`config.mk`:
```
export PLATFORM = sky130hd
export DESIGN_NAME = pipe_rc_adder
export DESIGN_NICKNAME = d
export VERILOG_FILES = /design/src/rtl/pipe_rc_adder_pkg.sv /design/src/rtl/pipe_rc_adder_segment.sv /design/src/rtl/pipe_rc_adder.sv
export SDC_FILE = /design/constraint.sdc
export NUM_CORES = 1
export LEC_CHECK = 0
export CAP_MARGIN = 20
export CORE_MARGIN = 3
export CORE_UTILIZATION = 54
export CTS_CLUSTER_SIZE = 40
export DETAILED_ROUTE_END_ITERATION = 8
export GPL_TIMING_DRIVEN = 0
export PLACE_DENSITY = 0.89
export SKIP_LAST_GASP = 1
export SLEW_MARGIN = 0
export SYNTH_ARGS = -nofsm -noshare
export SYNTH_HDL_FRONTEND = slang
export SYNTH_SLANG_ARGS = --single-unit
```
`constraint.sdc`:
```
create_clock -name clk -period 4.5 [get_ports clk]
set_input_delay 0.9 -clock clk [delete_from_list [all_inputs] [get_ports clk]]
set_output_delay 0.9 -clock clk [all_outputs]
set_load 0.1 [all_outputs]
```
`src/rtl/pipe_rc_adder_pkg.sv`:
```
// Shared defaults and parameter helpers for the pipelined ripple-carry adder.
// A WIDTH-bit add is split into STAGES equal segments of SEG_W bits.
package pipe_rc_adder_pkg;

  localparam int DEFAULT_WIDTH  = 16;
  localparam int DEFAULT_STAGES = 4;

  function automatic int seg_width(input int width, input int stages);
    return width / stages;
  endfunction

  function automatic bit params_ok(input int width, input int stages);
    return (stages >= 1) && (width >= 2) && ((width % stages) == 0);
  endfunction

endpackage

```
`src/rtl/pipe_rc_adder_segment.sv`:
```
// Combinational W-bit ripple of full-adder cells. cmsb is the carry into the
// top bit, which the final segment needs for signed-overflow detection.
module rc_segment #(
  parameter int W = 4
) (
  input  logic [W-1:0] a,
  input  logic [W-1:0] b,
  input  logic         ci,
  output logic [W-1:0] s,
  output logic         co,
  output logic         cmsb
);

  always_comb begin
    logic c;
    c    = ci;
    s    = '0;
    cmsb = 1'b0;
    for (int i = 0; i < W; i++) begin
      if (i == W - 1) cmsb = c;
      s[i] = a[i] ^ b[i] ^ c;
      c    = (a[i] & b[i]) | (c & (a[i] ^ b[i]));
    end
    co = c;
  end

endmodule

```
`src/rtl/pipe_rc_adder.sv`:
```
// Pipelined ripple-carry adder/subtractor: one SEG_W-bit segment per stage,
// carry registered between stages, upper operand bits skewed alongside.
module pipe_rc_adder
  import pipe_rc_adder_pkg::*;
#(
  parameter int WIDTH  = DEFAULT_WIDTH,
  parameter int STAGES = DEFAULT_STAGES
) (
  input  logic             clk,
  input  logic             reset,
  input  logic             in_valid,
  output logic             in_ready,
  input  logic [WIDTH-1:0] a,
  input  logic [WIDTH-1:0] b,
  input  logic             carry_in,
  input  logic             sub,
  output logic             out_valid,
  input  logic             out_ready,
  output logic [WIDTH-1:0] sum,
  output logic             carry_out,
  output logic             overflow,
  output logic             zero
);

  localparam int SEG_W = seg_width(WIDTH, STAGES);
  localparam int LAST  = STAGES - 1;

  if (!params_ok(WIDTH, STAGES)) begin : g_bad_params
    $error("pipe_rc_adder: WIDTH must be >= 2 and a multiple of STAGES");
  end

  // Handshake: a beat moves in on in_valid & in_ready and out on
  // out_valid & out_ready. The whole pipe advances together whenever the
  // output slot is empty or being drained, so in_ready is that same enable.
  logic             adv;
  logic [WIDTH-1:0] b_eff;
  logic             cin;

  assign adv      = out_ready | ~out_valid;
  assign in_ready = adv;
  assign b_eff    = sub ? ~b : b;
  assign cin      = sub ? 1'b1 : carry_in;

  for (genvar k = 0; k < STAGES; k++) begin : g_stage
    localparam int SKEW_W = WIDTH - (k + 1) * SEG_W;

    logic                     vld;
    logic                     c_q;
    logic [(k+1)*SEG_W-1:0]   s_q;
    logic [(k+1)*SEG_W-1:0]   s_next;
    logic [SEG_W-1:0]         seg_a;
    logic [SEG_W-1:0]         seg_b;
    logic [SEG_W-1:0]         seg_s;
    logic                     seg_ci;
    logic                     seg_co;
    logic                     seg_cmsb;
    logic                     vld_in;

    if (k == 0) begin : g_src
      assign seg_a  = a[SEG_W-1:0];
      assign seg_b  = b_eff[SEG_W-1:0];
      assign seg_ci = cin;
      assign vld_in = in_valid;
      assign s_next = seg_s;
    end else begin : g_src
      assign seg_a  = g_stage[k-1].g_skew.a_q[SEG_W-1:0];
      assign seg_b  = g_stage[k-1].g_skew.b_q[SEG_W-1:0];
      assign seg_ci = g_stage[k-1].c_q;
      assign vld_in = g_stage[k-1].vld;
      assign s_next = {seg_s, g_stage[k-1].s_q};
    end

    rc_segment #(.W(SEG_W)) u_seg (
      .a    (seg_a),
      .b    (seg_b),
      .ci   (seg_ci),
      .s    (seg_s),
      .co   (seg_co),
      .cmsb (seg_cmsb)
    );

    always_ff @(posedge clk or posedge reset) begin
      if (reset) begin
        vld <= 1'b0;
        c_q <= 1'b0;
        s_q <= '0;
      end else if (adv) begin
        vld <= vld_in;
        c_q <= seg_co;
        s_q <= s_next;
      end
    end

    if (k < LAST) begin : g_skew
      // Operand bits not yet consumed; each stage peels off its low segment.
      logic [SKEW_W-1:0] a_q;
      logic [SKEW_W-1:0] b_q;
      logic [SKEW_W-1:0] a_d;
      logic [SKEW_W-1:0] b_d;
      logic              unused_cmsb;

      assign unused_cmsb = seg_cmsb;

      if (k == 0) begin : g_in
        assign a_d = a[WIDTH-1:SEG_W];
        assign b_d = b_eff[WIDTH-1:SEG_W];
      end else begin : g_in
        assign a_d = g_stage[k-1].g_skew.a_q[SEG_W +: SKEW_W];
        assign b_d = g_stage[k-1].g_skew.b_q[SEG_W +: SKEW_W];
      end

      always_ff @(posedge clk or posedge reset) begin
        if (reset) begin
          a_q <= '0;
          b_q <= '0;
        end else if (adv) begin
          a_q <= a_d;
          b_q <= b_d;
        end
      end
    end else begin : g_last
      logic cmsb_q;

      always_ff @(posedge clk or posedge reset) begin
        if (reset) begin
          cmsb_q <= 1'b0;
        end else if (adv) begin
          cmsb_q <= seg_cmsb;
        end
      end
    end
  end

  assign out_valid = g_stage[LAST].vld;
  assign sum       = g_stage[LAST].s_q;
  assign carry_out = g_stage[LAST].c_q;
  assign overflow  = g_stage[LAST].c_q ^ g_stage[LAST].g_last.cmsb_q;
  // Qualified by valid so the cleared pipe does not report zero.
  assign zero      = out_valid & ~(|sum);

endmodule

```
# After elaboration in Yosys (flattened, before gate mapping)
# Index checks and enable logic that the tools add are counted.
[word_totals]
ff_bits = 97
in_bits = 38
out_inout_bits = 21
elab_cells = 108
[classes]
muxes = 2
bitwise_logic = 86
reduce_logical = 1
[ops]
columns = ["operator", "n"]
rows = [
  ["1-bit bitwise AND", 33],
  ["1-bit XOR", 33],
  ["1-bit bitwise OR", 17],
  ["16-bit 2-to-1 mux", 1],
  ["16-bit inverter", 1],
  ["16-bit OR reduction", 1],
  ["1-bit inverter", 2],
  ["1-bit 2-to-1 mux", 1],
]

# Logic depth before layout (Yosys ltp)
# Gate-level depths: netlist of run 1.
[logic_depth]
ltp_word = 11
mapped_depth = 11
mapped_depth_nobuf = 9

# By module
# A second synthesis of run 1 with hierarchy kept.
[unflattened]
hier_cells = 294
area_unflattened_um2 = 4611.9
[modules_own_cells]
columns = ["module", "instances", "cells_each", "area_each_um2", "seq_area_each_um2"]
rows = [
  ["pipe_rc_adder", 1, 246, 4171.5, 2427.3],
  ["rc_segment", 4, 12, 110.1, 0.0],
]

# Worst setup path before layout of run 1
# OpenSTA, ideal clock, no wires.
[synth_path]
kind = "flip-flop to output port"
startpoint = "reg g_stage[3].vld, in the netlist out_valid"
endpoint = "out zero"
t_arrival_ns = 4.161
t_required_ns = 3.600
path_slack_ns = -0.561
stages_incl_launch_ff = 4
n_path_buf = 0
cell_sequence = "dfrtp_1 nor4b_1 nand4_1 nor4_1"
[synth_between]
elab_chain_cells = 1
[synth_lines]
columns = ["item", "line_no", "rtl"]
rows = [
  ["start, declared", "pipe_rc_adder.sv:47", "logic vld;"],
  ["start signal, assigned", "pipe_rc_adder.sv:88", "vld <= vld_in;"],
  ["1-bit bitwise AND", "pipe_rc_adder.sv:139", "assign zero = out_valid & ~(|sum);"],
  ["end, declared", "pipe_rc_adder.sv:22", "output logic zero"],
]
# Every way passes these cells.

# Worst setup path in the final report of run 1
[layout_path]
startpoint = "in out_ready"
endpoint = "out in_ready"
[layout_between]
elab_chain_cells = 1
[layout_lines]
columns = ["item", "line_no", "rtl"]
rows = [
  ["start, declared", "pipe_rc_adder.sv:18", "input logic out_ready,"],
  ["1-bit bitwise OR", "pipe_rc_adder.sv:39", "assign adv = out_ready | ~out_valid;"],
  ["end, declared", "pipe_rc_adder.sv:12", "output logic in_ready,"],
]
# Every way passes these cells.

==> results of run 1 <==
==> layout by cell type, fill, tap and decap left out, types with 2 or more instances in the layout <==
cell and count:
xor2_1 5, xnor2_1 12, nor4_1 2, clkbuf_1 2, clkinvlp_4 2, mux2_2 43, clkbuf_8 10, mux2_4 20
clkdlybuf4s50_1 57, o21ai_0 12, nand2_1 12, nand2b_1 2, fa_1 16, inv_1 25, clkinv_4 2, buf_6 6
dfrtp_1 97, a21oi_1 21, nor2_1 23, buf_2 8
==> path summary, 6_finish.rpt <==
kind	start	endpoint	slack, ns	depth (start not counted)
max in group asynchronous	reset	g_stage[3].g_last.cmsb_q	2.92	3
min reg2reg	g_stage[2].vld	out_valid	0.47	1
min in group asynchronous	reset	sum[5]	0.94	2
min	g_stage[2].vld	out_valid	0.47	1
max reg2reg	g_stage[2].c_q	sum[15]	2.22	7
max	out_ready	in_ready	0.34	7
==> layer usage <==
layer | track usage | share of wire | up-vias
met1 | 0.2788 | 0.44 | 1270
met4 | 0.1034 | 0.027 | 0
met5 | 0 | 0 | -
li1 | - | - | 1150
met2 | 0.3230 | 0.49 | 78
met3 | 0.02789 | 0.044 | 17
==> power by group through the flow <==
stage / clock [mW] / combinational [mW] / sequential, mW
floorplan: 0 / 0.942 / 2.06
global placement: 0 / 1.91 / 1.51
detailed placement: 0 / 1.97 / 1.54
CTS: 0.584 / 1.98 / 1.53
global route: 0.618 / 2.11 / 1.58
finish: 0.578 / 1.97 / 1.53
==> logic make-up (layout without fill, tap and decap cells) <==
| group | count (synthesis) | after routing |
|---|---|---|
| AOI/OAI and AO/OA | 33 | 33 |
| and+or+nand+nor | 42 | 42 |
| DFF | 97 | 97 |
| adders and majority gates | 16 | 16 |
| muxes | 63 | 63 |
| xor gates and xnor gates | 17 | 17 |
| buffers and inverters | 43 | 117 |
==> registers in the layout, summed over array words and instances (netlist names) <==
signal	cells
g_stage.s_q	24
g_stage.g_skew.a_q	24
g_stage.g_skew.b_q	24
g_stage.g_last.cmsb_q	1
out_valid	1
carry_out	1
g_stage.c_q	3
sum	16
g_stage.vld	3
==> worst max-delay path: cells and delay by family <==
family	cells	cell delay (ns)
buf+inv	6	2.25
simple gates	1	0.10
==> through the flow <==
step	setup WS, ns	util
6_report	0.3385	0.6956
5_1_grt	0.2701	0.6956
4_1_cts	0.3471	0.6956
3_5_place_dp	0.3576	0.6680
3_3_place_gp	-0.1987	0.6640
2_1_floorplan	0.6065	-
==> final cells by class <==
type | count | area share
inverters | 26 | 0.01932
plain buffers | 17 | 0.02367
flip-flops and latches | 97 | 0.4686
repair buffers | 58 | 0.1155
clock buffers | 10 | 0.02657
clock inverters | 6 | 0.01304
well taps | 99 | 0.02391
multi-input cells | 171 | 0.3094
==> results.txt, run 1 <==
placed cell areas = 4975 µm²
Post-CTS Resized = 0
Diodes inserted = 0
Netlist cell types = 19
Std-Cell Rows = 31
hold slack = 0.4669 ns
Comb pwr share = 0.484
Area contributors post-synth = dfrtp_1 57%, mux2_2 11%, fa_1 7.5%
slowest cell delay on critical path = 1.14 ns
final cell count without fillers = 484
CTS Hold Bufs = 0
Routability Congestion = 0.8401
layout cells sized above 1 = 0.2519
Max Clk Rate = 240.3 MHz
Post-Synthesis Cells = 311
Max FO, Critical Path = 10
synthesized cell area = 4244 µm²
crit path cell chain = clkdlybuf4s50_1 -> nand2b_1 -> buf_2 -> buf_6 -> buf_6 -> buf_6 -> clkdlybuf4s50_1
clk slew on worst S/H paths = 0.09 ns
hpwl dp = 5856 µm
Root Driver = clkbuf_8
Least-Margin Pin Slew = 0.9674 ns
# DRC = 0
Yosys Warn Count = 0
initial antenna violation count = 0
final setup fails = 0
vias in the first global route = 2729
multiplexer area fraction after synthesis = 0.1848
post-synth net total = 365
max_cap viols = 0
ys async rst share = 1.000
power per cell area = 786.5 nW/µm²
Sw Share = 0.4356
first drt pass iteration count = 4
critical path required time = 3.60 ns
die height = 94.66 µm
Main synth FF type = dfrtp_1
Port Buffer Count = 57
Placed Cells = 468
share of total power in the clock network = 0.142
mean post-synth cell area = 13.65 µm²
Hold Crit Class = reg -> reg
kind of critical path = in -> out
Clock Sink Count = 97
fillers = 535
Synth Area in Simple Gates = 0.04186
period utilisation layout = 0.9248
register area = 2427 µm²
sequential area share after synthesis = 0.5719
H-tree depth = 3
largest family of logic cells by synthesized area = multiplexers
most common cell in the synthesized netlist = dfrtp_1
RSZ-0062 raised after global routing = false
synthesized flop and latch total = 97
Synth Area in Adders = 0.07547
total wire length = 8196 µm
post-synth top area cell = dfrtp_1
TritonCTS buffer count = 9
Clock Latency Late Sink = 0.36 ns
grt total ovfl = 0
startpoint types = input port
Max transition margin = 0.3530
Core Area = 7447 µm²
drt wl/cell = 16.93 µm
Finished Cell Area = 5180 µm²
Fin. Hold Viols = 0
first-pass GRT wire length = 13510 µm
Multi-input gate area = 1603 µm²
Psw = 1.775 mW
share of the synthesized area in the top cell type = 0.5719
Iteration-0 DRC Markers = 110
die extent in x = 94.66 µm
GRT Total Usage = 0.2043
PnR Total Power = 4.074 mW
XOR/XNOR share of the synthesized area = 0.03508
DR vias = 2515
most used cell, CP = buf_6
DRT antenna net count = 0
Setup TNS = 0 ns
largest net degree at the start of global routing = 52
skew final = 0.007583 ns
number of synthesized flops with an enable pin = 0
sequential share of power = 0.374
crit path time final = 4.162 ns
Max stage delay cell, worst path = clkdlybuf4s50_1
initial cell density of the core = 0.5699
Power Internal = 2.300 mW
nets@finish = 434
Max Slew Vio Count = 0
Setup Buffers After CTS = 0
IO Count = 59
die area = 8960 µm²
Clock Path Buffers = 2
element type at the critical path end = primary output
run status = completed
CTS tree = yes
Critical Path AT = 3.26 ns
Peak supply drop = 0.7832 mV
Layout area overhead = 22.05%
leakage = 2.294 nW
Compound-Gate Fraction of Synth Area = 0.03892
Synth top cells by count = 97 x dfrtp_1, 43 x mux2_2, 26 x inv_1, 23 x nor2_1, 21 x a21oi_1
Vias/cell = 5.196
Note: power is estimated with default switching activity, not from simulation.
==> inputs of run 2 (changes only) <==
- ABC_AREA: default -> 1
- SETUP_SLACK_MARGIN: default -> 0.5
==> run 2 against run 1 <==
Fmax up 5.2%. Critical path depth down 1. Clock skew up 0.0021 ns. Critical endpoint unchanged.
==> results.txt, run 2 <==
run status = completed (unchanged)
Synth Area in Adders = 0.07459 (was 0.07547)
fillers = 536 (was 535)
Buf/Inv on CP = 5 (was 6)
hold slack = 0.4738 ns (was 0.4669 ns)
max_cap viols = 0 (unchanged)
slowest cell delay on critical path = 1.15 ns (was 1.14 ns)
initial cell density of the core = 0.5736 (was 0.5699)
die area = 9058 µm² (was 8960 µm²)
post-synth net total = 485 (was 365)
Iteration-0 DRC Markers = 235 (was 110)
Peak supply drop = 0.5982 mV (was 0.7832 mV)
Hold Crit Class = reg -> reg (unchanged)
Std-Cell Rows = 31 (unchanged)
RSZ-0062 raised after global routing = false (unchanged)
TritonCTS buffer count = 9 (unchanged)
delay-heaviest family, CP = buffers and inverters (unchanged)
share of the synthesized area in the top cell type = 0.5653 (was 0.5719)
Clock Sink Count = 97 (unchanged)
IO Count = 59 (unchanged)
layout cells sized above 1 = 0.07327 (was 0.2519)
Area contributors post-synth = dfrtp_1 57%, fa_1 7.5%, inv_1 6.0% (was dfrtp_1 57%, mux2_2 11%, fa_1 7.5%)
RR Startpoint = g_stage[0].c_q (was g_stage[2].c_q)
power per cell area = 798.8 nW/µm² (was 786.5 nW/µm²)
Netlist cell types = 17 (was 19)
GRT Total Usage = 0.2306 (was 0.2043)
CTS Hold Bufs = 0 (unchanged)
hpwl dp = 6488 µm (was 5856 µm)
Main synth FF type = dfrtp_1 (unchanged)
biggest regs = g_stage.g_skew.a_q: 24 flops, g_stage.g_skew.b_q: 24 flops, g_stage.s_q: 24 flops (unchanged)
Port Buffer Count = 57 (unchanged)
crit path time final = 3.956 ns (was 4.162 ns)
nets@finish = 554 (was 434)
mean post-synth cell area = 9.963 µm² (was 13.65 µm²)
sequential share of power = 0.360 (was 0.374)
Post-CTS Resized = 0 (unchanged)
synthesized cell area = 4294 µm² (was 4244 µm²)
Synth top cells by count = 97 x dfrtp_1, 69 x inv_1, 58 x nand2_1, 51 x nor2_1, 42 x a21oi_1 (was 97 x dfrtp_1, 43 x mux2_2, 26 x inv_1, 23 x nor2_1, 21 x a21oi_1)
clk slew on worst S/H paths = 0.09 ns (about the same)
Synth Area in Simple Gates = 0.09936 (was 0.04186)
die extent in x = 95.18 µm (was 94.66 µm)
Root Driver = clkbuf_8 (unchanged)
Critical path origin = out_ready (unchanged)
leakage = 2.495 nW (was 2.294 nW)
Critical Path AT = 3.06 ns (was 3.26 ns)
final worst slack = 0.5436 ns (was 0.3385 ns)
Max Clk Rate = 252.8 MHz (was 240.3 MHz)
hold path cells = 2 (was 1)
most frequent cells in the layout = 97 x dfrtp_1, 68 x inv_1, 58 x nand2_1 (was 97 x dfrtp_1, 57 x clkdlybuf4s50_1, 43 x mux2_2)
most used cell, CP = buf_6 (unchanged)
number of synthesized flops with an enable pin = 0 (unchanged)
placed cell areas = 5019 µm² (was 4975 µm²)
element type at the critical path end = primary output (unchanged)
Compound-Gate Fraction of Synth Area = 0.1119 (was 0.03892)
total wire length = 9383 µm (was 8196 µm)
post-synth top area cell = dfrtp_1 (unchanged)
ys async rst share = 1.000 (unchanged)
period utilisation layout = 0.8792 (was 0.9248)
XOR/XNOR share of the synthesized area = 0.03467 (was 0.03508)
min-delay src = g_stage[2].vld (unchanged)
Worst R2R Path Depth = 8 (was 7)
synthesized flop and latch total = 97 (unchanged)
Setup TNS = 0 ns (unchanged)
first drt pass iteration count = 5 (was 4)
H-tree depth = 3 (unchanged)
register area = 2427 µm² (unchanged)
Vias/cell = 5.108 (was 5.196)
Max Slew Vio Count = 0 (unchanged)
Setup Buffers After CTS = 0 (unchanged)
drt wl/cell = 15.53 µm (was 16.93 µm)
CTS tree = yes (unchanged)
Max FO, Critical Path = 10 (unchanged)
largest net degree at the start of global routing = 68 (was 52)
Max transition margin = 0.3338 (was 0.3530)
Multi-input gate area = 1376 µm² (was 1603 µm²)
Max stage delay cell, worst path = clkdlybuf4s50_1 (unchanged)
Comb pwr share = 0.494 (was 0.484)
Clock Path Buffers = 2 (unchanged)
Diodes inserted = 0 (unchanged)
DP Worst Slack = 0.5526 ns (was 0.3576 ns)
vias in the first global route = 3374 (was 2729)
startpoint types = input port (unchanged)
skew final = 0.009701 ns (was 0.007583 ns)
grt total ovfl = 0 (unchanged)
Post-Synthesis Cells = 431 (was 311)
Power Internal = 2.217 mW (was 2.300 mW)
post-layout util = 0.6986 (was 0.6956)
multiplexer area fraction after synthesis = 0 (was 0.1848)
Sw Share = 0.4694 (was 0.4356)
first-pass GRT wire length = 15700 µm (was 13510 µm)
DR vias = 3085 (was 2515)
share of total power in the clock network = 0.146 (was 0.142)
initial antenna violation count = 0 (unchanged)
critical path required time = 3.60 ns (about the same)
DRT antenna net count = 0 (unchanged)
largest family of logic cells by synthesized area = buffers and inverters (was multiplexers)
Fin. Hold Viols = 0 (unchanged)
WP depth = 6 (was 7)
Yosys Warn Count = 0 (unchanged)
Layout area overhead = 21.79% (was 22.05%)
die height = 95.18 µm (was 94.66 µm)
Least-Margin Pin Slew = 0.9962 ns (was 0.9674 ns)
Clock Latency Late Sink = 0.36 ns (about the same)
Psw = 1.961 mW (was 1.775 mW)
most common cell in the synthesized netlist = dfrtp_1 (unchanged)
kind of critical path = in -> out (unchanged)
Finished Cell Area = 5230 µm² (was 5180 µm²)
Routability Congestion = 0.8501 (was 0.8401)
Core Area = 7486 µm² (was 7447 µm²)
most common cell after layout, fill and taps aside = dfrtp_1 (unchanged)
sequential area share after synthesis = 0.5653 (was 0.5719)
# DRC = 0 (unchanged)
final setup fails = 0 (unchanged)
crit path cell chain = clkdlybuf4s50_1 -> or2_1 -> buf_6 -> buf_6 -> buf_6 -> clkdlybuf4s50_1 (was clkdlybuf4s50_1 -> nand2b_1 -> buf_2 -> buf_6 -> buf_6 -> buf_6 -> clkdlybuf4s50_1)
[run 2: cell count changes after synthesis, moves of 3 or more]
cell	change
nand2_1	+46
inv_1	+43
mux2_2	-43
nor2_1	+28
o21ai_1	+26
a21oi_1	+21
mux2_4	-20
o21ai_0	+16
buf_6	+12
buf_2	-6
nor4_1	-3
[run 2: area by class of cell]
cell class                 count  share of cell area
multi-input combinational    241              0.2632
timing repair buffer          58              0.1144
buffer                        24             0.04426
tap                           99             0.02368
clock buffer                  11             0.02512
sequential                    97              0.4641
clock inverter                 5             0.01531
inverter                      69             0.05000
[run 2: tightest hold or removal path: cells and delay by family (launching register included)]
kind          cells  cell delay (ns)
simple gates      1             0.06
buf+inv           1             0.05
flops             1             0.34
[run 2: power by group through the flow]
stage                     Combinational (mW)  Sequential (mW)  Clock (mW)
after floorplan                        0.931             2.06           0
after global placement                  1.94             1.49           0
after detailed placement                2.03             1.51           0
after CTS                               2.07             1.50       0.618
after global routing                    2.24             1.54       0.651
final                                   2.06             1.50       0.611
[run 2: metal layers]
layer,routed length (µm),global-route usage
met2,4861,0.4029
met3,424,0.03867
met1,3864,0.2785
met5,0,0
met4,233,0.1070
[run 2: metrics by stage]
stage	std cells	total power, mW
global placement	587	3.427
floorplan	431	2.989
finish	604	4.178
CTS	604	4.189
detailed placement	588	3.540
global route	604	4.433
[run 2: kinds of logic (layout without fill, tap and decap cells)]
family | Yosys count | after routing
XOR/XNOR | 17 | 17
AO/OA/AOI/OAI | 96 | 96
adder cells (fa/ha/maj) | 16 | 16
flip-flops | 97 | 97
buffers and inverters | 93 | 167
AND/OR/NAND/NOR | 112 | 112
[run 2: final timing paths]
path | to | slack, ns
max | in_ready | 0.54
min in group asynchronous | g_stage[2].vld | 0.88
max in group asynchronous | sum[8] | 2.97
max reg2reg | g_stage[1].s_q[7] | 2.28
min | out_valid | 0.47
min reg2reg | out_valid | 0.47
==> inputs of run 3 (changes only) <==
- CTS_CLUSTER_DIAMETER: default -> 40
==> results of run 3 <==
The final DEF is identical to that of run 2; final timing and power are the same.
